--- config.mk ---
export PLATFORM = sky130hd
export DESIGN_NAME = stack_mc_controller
export DESIGN_NICKNAME = d
export VERILOG_FILES = /design/src/rtl/stack_mc_pkg.sv /design/src/rtl/stack_depth_cnt.sv /design/src/rtl/stack_mc_controller.sv
export SDC_FILE = /design/constraint.sdc
export NUM_CORES = 1
export LEC_CHECK = 0
export ABC_AREA = 1
export CAP_MARGIN = 25
export CORE_ASPECT_RATIO = 1.1
export CORE_UTILIZATION = 51
export CTS_CLUSTER_DIAMETER = 200
export CTS_CLUSTER_SIZE = 25
export DETAILED_ROUTE_END_ITERATION = 8
export PLACE_DENSITY = 0.85
export RECOVER_POWER = 25
export SLEW_MARGIN = 40
export SYNTH_ARGS = -nofsm -noshare
export SYNTH_HDL_FRONTEND = slang
export SYNTH_SLANG_ARGS = --single-unit
--- constraint.sdc ---
create_clock -name clk -period 3.6 [get_ports clk]
set_input_delay 0.36 -clock clk [delete_from_list [all_inputs] [get_ports clk]]
set_output_delay 0.36 -clock clk [all_outputs]
set_load 0.1 [all_outputs]
--- src/rtl/stack_mc_pkg.sv ---
// Shared encodings for the stack multicycle controller: FSM states,
// opcode values, ALU operation codes and trap error codes.
package stack_mc_pkg;

    typedef enum logic [4:0] {
        FETCH,
        DECODE,
        MEMRD,
        PUSHMEM,
        POPA,
        LOADA,
        MEMWR,
        ALUNOT,
        POPB,
        LOADB,
        ALUBIN,
        PUSHRES,
        JUMP,
        BRANCH,
        DUPPUSH,
        HALT,
        TRAP
    } state_t;

    // Opcode values; anything above OP_HALT is illegal
    localparam logic [3:0] OP_ADD  = 4'd0;
    localparam logic [3:0] OP_SUB  = 4'd1;
    localparam logic [3:0] OP_AND  = 4'd2;
    localparam logic [3:0] OP_NOT  = 4'd3;
    localparam logic [3:0] OP_PUSH = 4'd4;
    localparam logic [3:0] OP_POP  = 4'd5;
    localparam logic [3:0] OP_JMP  = 4'd6;
    localparam logic [3:0] OP_JZ   = 4'd7;
    localparam logic [3:0] OP_DUP  = 4'd8;
    localparam logic [3:0] OP_HALT = 4'd9;

    // ALU operation select
    localparam logic [1:0] ALU_ADD = 2'd0;
    localparam logic [1:0] ALU_SUB = 2'd1;
    localparam logic [1:0] ALU_AND = 2'd2;
    localparam logic [1:0] ALU_NOT = 2'd3;

    // Trap cause
    localparam logic [1:0] ERR_NONE    = 2'd0;
    localparam logic [1:0] ERR_UNDER   = 2'd1;
    localparam logic [1:0] ERR_OVER    = 2'd2;
    localparam logic [1:0] ERR_ILLEGAL = 2'd3;

endpackage

--- src/rtl/stack_depth_cnt.sv ---
// Stack occupancy counter. Pushes and pops never coincide in the
// controller; the full/empty guards only keep the count from wrapping.
module stack_depth_cnt #(
    parameter int DEPTH = 16
) (
    input  logic                         clk,
    input  logic                         rst,
    input  logic                         inc,
    input  logic                         dec,
    output logic [$clog2(DEPTH+1)-1:0]   depth,
    output logic                         full,
    output logic                         empty
);

    localparam int DW = $clog2(DEPTH + 1);

    assign full  = (depth == DW'(DEPTH));
    assign empty = (depth == '0);

    // Occupancy register: +1 on push, -1 on pop, cleared by reset
    always_ff @(posedge clk or posedge rst) begin
        if (rst)
            depth <= '0;
        else if (inc && !dec && !full)
            depth <= depth + DW'(1);
        else if (dec && !inc && !empty)
            depth <= depth - DW'(1);
    end

endmodule

--- src/rtl/stack_mc_controller.sv ---
// Moore-style multicycle controller for a stack machine. Every strobe is
// decoded from the current state; only the FETCH IR/PC load strobes are
// gated by mem_ready. Operand checks in DECODE route bad instructions to
// an absorbing TRAP state that records the cause.
module stack_mc_controller
    import stack_mc_pkg::*;
#(
    parameter int OPW   = 4,
    parameter int DEPTH = 16
) (
    input  logic                         clk,
    input  logic                         rst,
    input  logic [OPW-1:0]               opcode,
    input  logic                         mem_ready,
    output logic                         IorD,
    output logic                         srcA,
    output logic                         srcB,
    output logic                         lda,
    output logic                         ldb,
    output logic                         PCsrc,
    output logic                         PCwrite,
    output logic                         memRead,
    output logic                         IRwrite,
    output logic                         tos,
    output logic                         pop,
    output logic                         push,
    output logic                         MtoS,
    output logic                         PCwriteCond,
    output logic                         memWrite,
    output logic [1:0]                   ALUop,
    output logic [$clog2(DEPTH+1)-1:0]   depth,
    output logic                         halted,
    output logic                         trap,
    output logic [1:0]                   err_code
);

    localparam int DW = $clog2(DEPTH + 1);

    state_t     state, next_state;
    logic [1:0] err_d;
    logic       err_set;
    logic       full, empty;
    logic       illegal;
    logic [3:0] op;

    // Opcodes above HALT are illegal; the low nibble is the decode key
    assign illegal = (opcode > OPW'(OP_HALT));
    assign op      = opcode[3:0];

    stack_depth_cnt #(.DEPTH(DEPTH)) u_depth (
        .clk   (clk),
        .rst   (rst),
        .inc   (push),
        .dec   (pop),
        .depth (depth),
        .full  (full),
        .empty (empty)
    );

    // State register; reset drops any instruction in flight
    always_ff @(posedge clk or posedge rst) begin
        if (rst)
            state <= FETCH;
        else
            state <= next_state;
    end

    // Trap cause, latched on entry to TRAP and held until reset
    always_ff @(posedge clk or posedge rst) begin
        if (rst)
            err_code <= ERR_NONE;
        else if (err_set)
            err_code <= err_d;
    end

    // Next-state selection and per-state output decode
    always_comb begin
        next_state  = state;
        err_d       = ERR_NONE;
        err_set     = 1'b0;
        IorD        = 1'b0;
        srcA        = 1'b0;
        srcB        = 1'b0;
        lda         = 1'b0;
        ldb         = 1'b0;
        PCsrc       = 1'b0;
        PCwrite     = 1'b0;
        memRead     = 1'b0;
        IRwrite     = 1'b0;
        tos         = 1'b0;
        pop         = 1'b0;
        push        = 1'b0;
        MtoS        = 1'b0;
        PCwriteCond = 1'b0;
        memWrite    = 1'b0;
        ALUop       = ALU_ADD;
        halted      = 1'b0;
        trap        = 1'b0;

        unique case (state)
            FETCH: begin
                memRead = 1'b1;
                IRwrite = mem_ready;
                PCwrite = mem_ready;
                if (mem_ready)
                    next_state = DECODE;
            end

            DECODE: begin
                tos = 1'b1;
                if (illegal) begin
                    next_state = TRAP;
                    err_d      = ERR_ILLEGAL;
                    err_set    = 1'b1;
                end else if ((op <= OP_AND && depth < DW'(2)) ||
                             ((op == OP_NOT || op == OP_POP ||
                               op == OP_JZ  || op == OP_DUP) && empty)) begin
                    next_state = TRAP;
                    err_d      = ERR_UNDER;
                    err_set    = 1'b1;
                end else if ((op == OP_PUSH || op == OP_DUP) && full) begin
                    next_state = TRAP;
                    err_d      = ERR_OVER;
                    err_set    = 1'b1;
                end else begin
                    case (op)
                        OP_PUSH: next_state = MEMRD;
                        OP_JMP:  next_state = JUMP;
                        OP_JZ:   next_state = BRANCH;
                        OP_DUP:  next_state = DUPPUSH;
                        OP_HALT: next_state = HALT;
                        default: next_state = POPA;   // ADD/SUB/AND/NOT/POP
                    endcase
                end
            end

            MEMRD: begin
                IorD    = 1'b1;
                memRead = 1'b1;
                if (mem_ready)
                    next_state = PUSHMEM;
            end

            PUSHMEM: begin
                MtoS       = 1'b1;
                push       = 1'b1;
                next_state = FETCH;
            end

            POPA: begin
                pop        = 1'b1;
                next_state = LOADA;
            end

            LOADA: begin
                lda = 1'b1;
                if (op == OP_NOT)
                    next_state = ALUNOT;
                else if (op == OP_POP)
                    next_state = MEMWR;
                else
                    next_state = POPB;
            end

            MEMWR: begin
                IorD     = 1'b1;
                memWrite = 1'b1;
                if (mem_ready)
                    next_state = FETCH;
            end

            ALUNOT: begin
                srcA       = 1'b1;
                ALUop      = ALU_NOT;
                next_state = PUSHRES;
            end

            POPB: begin
                pop        = 1'b1;
                next_state = LOADB;
            end

            LOADB: begin
                ldb        = 1'b1;
                next_state = ALUBIN;
            end

            ALUBIN: begin
                srcA       = 1'b1;
                srcB       = 1'b1;
                ALUop      = opcode[1:0];
                next_state = PUSHRES;
            end

            PUSHRES: begin
                push       = 1'b1;
                next_state = FETCH;
            end

            JUMP: begin
                PCsrc      = 1'b1;
                PCwrite    = 1'b1;
                next_state = FETCH;
            end

            BRANCH: begin
                PCsrc       = 1'b1;
                PCwriteCond = 1'b1;
                next_state  = FETCH;
            end

            DUPPUSH: begin
                tos        = 1'b1;
                push       = 1'b1;
                next_state = FETCH;
            end

            HALT: begin
                halted = 1'b1;
            end

            TRAP: begin
                trap = 1'b1;
            end

            default: next_state = FETCH;
        endcase
    end

endmodule

# Word-level counts from Yosys, hierarchy flattened
# Index checks and enable logic that the tools add are counted.
# classes
addsub	2
order_cmp	3
eq_ne	27
reduce_logical	28
bitwise_logic	1
n_mux	38
# op_table
operator	n
5-bit case mux with 10 select lines	1
5-bit by 4-bit equality test with 1-bit output (second input constant)	8
5-bit two-way mux	8
5-bit by 3-bit equality test with 1-bit output (second input constant)	4
1-bit two-way mux	20
4-bit case mux with 5 select lines	1
4-bit by 3-bit equality test with 1-bit output (second input constant)	4
2-bit OR reduction	7
5-bit by 2-bit equality test with 1-bit output (second input constant)	2
5-bit equality test (second input constant)	2
5-bit logical NOT	2
4-bit equality test (second input constant)	2
2-bit two-way mux	4
4-bit two-way mux	2
1-bit logical AND	7
2-bit inequality test (second input constant)	3
5-bit by 1-bit adder with 5-bit output (second input constant)	1
5-bit by 1-bit equality test with 1-bit output (second input constant)	1
1-bit logical OR	5
5-bit by 2-bit less-than comparator with 1-bit output (second input constant)	1
5-bit by 1-bit subtractor with 5-bit output (second input constant)	1
4-bit by 2-bit equality test with 1-bit output (second input constant)	1
4-bit > comparator (second input constant)	1
4-bit by 2-bit less-or-equal comparator with 1-bit output (second input constant)	1
other kinds (7)	10
# totals
word_cells	102
output_inout_bits	26
inputBits	7
regBits	12

# Logic depth before layout (Yosys ltp)
# depth
ltp_word	9
ltp_mapped	15

# Modules after synthesis
# Synthesis repeated with hierarchy kept, for this count alone.
# hier_totals
cells_unflattened	189
hier_area_um2	1187.4
# by_module_without_submodules
module	area_per_inst_um2	seq_area_each_um2	cells_each	instances
stack_mc_controller	747.0	175.2	131	1
stack_depth_cnt	440.4	125.1	58	1

# Worst setup path before layout
# Ideal clock, no wire load.
# synth_path
path_type	reg-to-output
start	reg state[2]
end	out ALUop[0]
stages_incl_launch_ff	6
path_buffers	0
slack_ps	61
arrival_ps	3179
path_cell_list	dfrtp_1 > nor2_1 > nand2_1 > nor2_2 > nor2_4 > a21oi_1
# synth_via
elab_chain_cells	2
# synth_rtl
item	line_no	source
start: declaration	stack_mc_controller.sv:39	state_t state, next_state;
start signal: assignment	stack_mc_controller.sv:65	state <= next_state;
5-bit by 4-bit equality test with 1-bit output / 5-bit by 3-bit equality test with 1-bit output (equally long branches)	stack_mc_controller.sv:100	unique case (state)
2-bit case mux with 2 select lines *	stack_mc_controller.sv:100	
end: declaration	stack_mc_controller.sv:30	output logic [1:0] ALUop,
# Mark *: on every way between the ends. The rest lies on a longest branch, timed or not.

# Worst setup path after layout
# layout_path
start	reg state[0]
end	reg u_depth.depth[4]
# layout_via
elab_chain_cells	7
# layout_rtl
item	line_no	source
5-bit by 2-bit equality test with 1-bit output, or another cell as far along	stack_mc_controller.sv:100	
3-bit OR reduction (no source line) / 2-bit OR reduction (equally long branches)	n/a	
1-bit two-way mux	stack_mc_controller.sv:100	
1-bit logical NOT, on equally long branches	stack_depth_cnt.sv:26, stack_depth_cnt.sv:24	
1-bit logical AND, on equally long branches (2 in a row)	stack_depth_cnt.sv:26, stack_depth_cnt.sv:24	
2-bit nonzero test (no source line) / 5-bit two-way mux (equally long branches)	n/a	
end signal: assignment	stack_depth_cnt.sv:25	depth <= depth + DW'(1);
end signal: assignment	stack_depth_cnt.sv:27	depth <= depth - DW'(1);
end: declaration	stack_depth_cnt.sv:10	output logic [$clog2(DEPTH+1)-1:0] depth,
# Several ways; a longest one is shown, not always the timed one.
# A chain may end at the register's enable or synchronous reset.

==> impl_metrics.csv <==
group,metric,value,unit
critical_path,timing.critical_path.arrival,2.44,ns
logic_synthesis,synth.distinct_cells,26,
logic_synthesis,postSynthCellCount,183,
logic_synthesis,ys_warn_count,0,
global_routing,first_global_vias,1061,
cts,post_cts_hold_buffer_count,0,
cts,clkLatencyLatePin,0.27,ns
placement,pre_cts_slack,1.323,ns
floorplanning,die_w,47,um
logic_synthesis,synth-seq-area-share,0.2643,
layout,area.growth.synth_to_final,25.00,%
layout,antennaDiodeCount,0,
timing,unrepaired_setup_endpoints_after_global_routing,"no",
floorplanning,floorplan.initialDensity,0.5506,
layout,nNetsFinal,229,
timing,final.period_utilization,0.6321,
timing,setup_ws,1.325,ns
layout,layout-drive-gt1-share,0.2258,
route,met1_length,1.179,mm
placement,dpl.hpwl,2.368,mm
route,top_signal_layer_used,"met4",
logic_synthesis,synth_compound_gate_area_share,0.1112,
floorplanning,boundaryPins,33,
floorplanning,die_area,0.002421,sq mm
status,run_status,"completed",
global_routing,grt_max_degree,13,
route,wl_met3,155,um
critical_path,worst-path-max-fanout,7,
layout,most_frequent_cells_in_the_layout,"46 x sky130_fd_sc_hd__nand2_1, 32 x sky130_fd_sc_hd__nor2_1, 27 x sky130_fd_sc_hd__inv_1",
logic_synthesis,post_synth_and_or_nand_nor_area_fraction,0.4438,
timing,final_sum_of_negative_setup_slack,0,ns
cts,h-tree-depth,1,
cts,postCtsSetupRepairBufs,0,
min_path,worstHoldPathType,"register to register",
route,vias_per_cell,5.167,
logic_synthesis,synth_xor_xnor_area_share,0.01542,
logic_synthesis,postSynthRegisterBits,12,
floorplanning,floorplan.core_area,0.002063,sq mm
logic_synthesis,dominant_combinational_cell_family_by_area_after_synthesis,"simple AND/OR/NAND/NOR gates",
placement,routability_congestion,0.8748,
timing,tightest_slew,0.4888,ns
route,met2RoutedLength,1.455,mm
critical_path,cp-end-kind,"register",
global_routing,grt.total_usage,0.2525,
timing,clock_tree_skew_after_final_layout,0.002950,ns
floorplanning,placementRows,17,
cts,number_of_sinks_driven_by_the_clock_tree,12,
layout,most_common_library_cell_in_the_layout_ignoring_fill_and_taps,"sky130_fd_sc_hd__nand2_1",
route,drc,0,
timing,hold_viol_final,0,
timing,report.final.setup_viol,0,
placement,io_buffers,32,
cts,post_cts_resize_count,0,
floorplanning,floorplan.die.height,51.50,um
route,ant_nets,0,
cts,clk_transition_reported_paths,0.08,ns
logic_synthesis,mappedNetlistNets,194,
global_routing,grt_remaining_overflow,0,
global_routing,antenna_found_initial,0,
cts,cts_max_path_buffers,2,
critical_path,crit_path_top_delay_cell,"sky130_fd_sc_hd__dfrtp_1",
timing,relSlewSlack,0.6763,
critical_path,critical_path_required,3.77,ns
cts,root_buffer,"sky130_fd_sc_hd__clkbuf_4",
timing,min_period,2.275,ns
timing,achievable-frequency,439.5,MHz
critical_path,worstSetupPathType,"register to register",
critical_path,worst_path_largest_cell_delay,0.50,ns
logic_synthesis,synth_top_flop_cell,"sky130_fd_sc_hd__dfrtp_1",
global_routing,wire_length_of_the_first_global_routing_pass,4.395,mm
route,drt_first_pass_iters,4,
logic_synthesis,synthAdderAreaFrac,0.05066,
logic_synthesis,post_synth_mux_area_share,0,
timing,slew_violations,0,
route,drtIter0Drc,34,
critical_path,path_delay_family,"simple AND/OR/NAND/NOR gates",
route,drt-wirelength-per-cell,11.55,um
run,drv.max_cap_violation_count,0,
cts,cts_tree,"done",
logic_synthesis,synth_edf_count,0,
critical_path,critical_path_buf_inv_count,4,
route,vias,1266,
cts,cts_made_buffers,3,
logic_synthesis,syn-cell-area,0.001136,sq mm
route,detail_route.wirelength,2.830,mm
logic_synthesis,async_flop_share,1.000,
critical_path,crit_chain,"inv_2, nand2_2, nor2_2, inv_2, nand2_2, nand2_2, fa_1, inv_1, o21ai_0, a21oi_1, inv_1, nand2_1, nand3_1, nand2_1, nand2_1",
critical_path,start_kind,"register",
logic_synthesis,post_synth.cell_area_avg,6.208,sq um
path summary, 6_finish.rpt:
path                                         startpoint                      endpoint  slack, ns  cells after the start
worst max-delay path               state[0]$_DFFE_PP0P_  u_depth.depth[4]$_DFFE_PP0P_       1.32                     15
worst min-delay path            err_code[1]$_DFFE_PP0P_       err_code[1]$_DFFE_PP0P_       0.47                      2
worst max register to register     state[0]$_DFFE_PP0P_  u_depth.depth[4]$_DFFE_PP0P_       1.32                     15
worst min register to register  err_code[1]$_DFFE_PP0P_       err_code[1]$_DFFE_PP0P_       0.47                      2
max in group asynchronous                           rst          state[0]$_DFFE_PP0P_       2.75                      2
min in group asynchronous                           rst  u_depth.depth[3]$_DFFE_PP0P_       0.54                      2
tightest hold or removal path: stages (launching register included):
cell and delay, ns:
sky130_fd_sc_hd__dfrtp_1 0.34, sky130_fd_sc_hd__nand2_1 0.05, sky130_fd_sc_hd__nand2_1 0.05
cells in the mapped netlist (3+ instances only):
| cell type | n | area, sq um |
|---|---|---|
| sky130_fd_sc_hd__o21ai_1 | 4 | 20.02 |
| sky130_fd_sc_hd__inv_2 | 5 | 18.77 |
| sky130_fd_sc_hd__ha_1 | 3 | 37.54 |
| sky130_fd_sc_hd__dfrtp_1 | 12 | 300.3 |
| sky130_fd_sc_hd__nand2_2 | 4 | 25.02 |
| sky130_fd_sc_hd__nor2_1 | 32 | 120.1 |
| sky130_fd_sc_hd__nor2_4 | 3 | 33.78 |
| sky130_fd_sc_hd__inv_1 | 27 | 101.4 |
| sky130_fd_sc_hd__nand4_1 | 7 | 43.79 |
| sky130_fd_sc_hd__o21ai_0 | 7 | 35.03 |
| sky130_fd_sc_hd__nand2_1 | 46 | 172.7 |
| sky130_fd_sc_hd__a21oi_1 | 5 | 25.02 |
| sky130_fd_sc_hd__nand3_1 | 10 | 50.05 |
layout make-up:
cell class                 instances  area [sq um]
inverter                          32         120.1
tap                               28         35.03
sequential                        12         300.3
timing repair buffer              32         222.7
multi-input combinational        137         705.7
fill                             188         643.1
clock buffer                       4         36.28
state kept, by name (all words and copies together) (netlist names):
register / flops
err_code: 2
state: 5
u_depth.depth: 5
layer usage:
metal | up-vias | global-route usage
met5 | - | 0
met4 | 0 | 0.09048
met3 | 4 | 0.03125
met2 | 42 | 0.4352
met1 | 569 | 0.3129
li1 | 651 | -
metrics by stage:
| stage | util | hold WS, ns | instance area, sq um | instances |
|---|---|---|---|---|
| 2_1_floorplan | - | 0.2247 | 1136 | 183 |
| 3_3_place_gp | 0.7022 | 0.4538 | 1449 | 241 |
| 3_5_place_dp | 0.6707 | 0.4536 | 1384 | 241 |
| 4_1_cts | 0.6883 | 0.4150 | 1420 | 245 |
| 5_1_grt | 0.6883 | 0.4919 | 1420 | 245 |
| 6_report | 0.6883 | 0.4710 | 1420 | 245 |
kinds of logic after synthesis:
family,count (synthesis)
AO/OA/AOI/OAI,21
XOR/XNOR,2
adder cells (fa/ha/maj),4
buffers and inverters,34
flip-flops,12
AND/OR/NAND/NOR,110
Power is left out: the tool's default activity adds up to more than one toggle a clock period on the data nets, which glitch-free logic cannot reach.
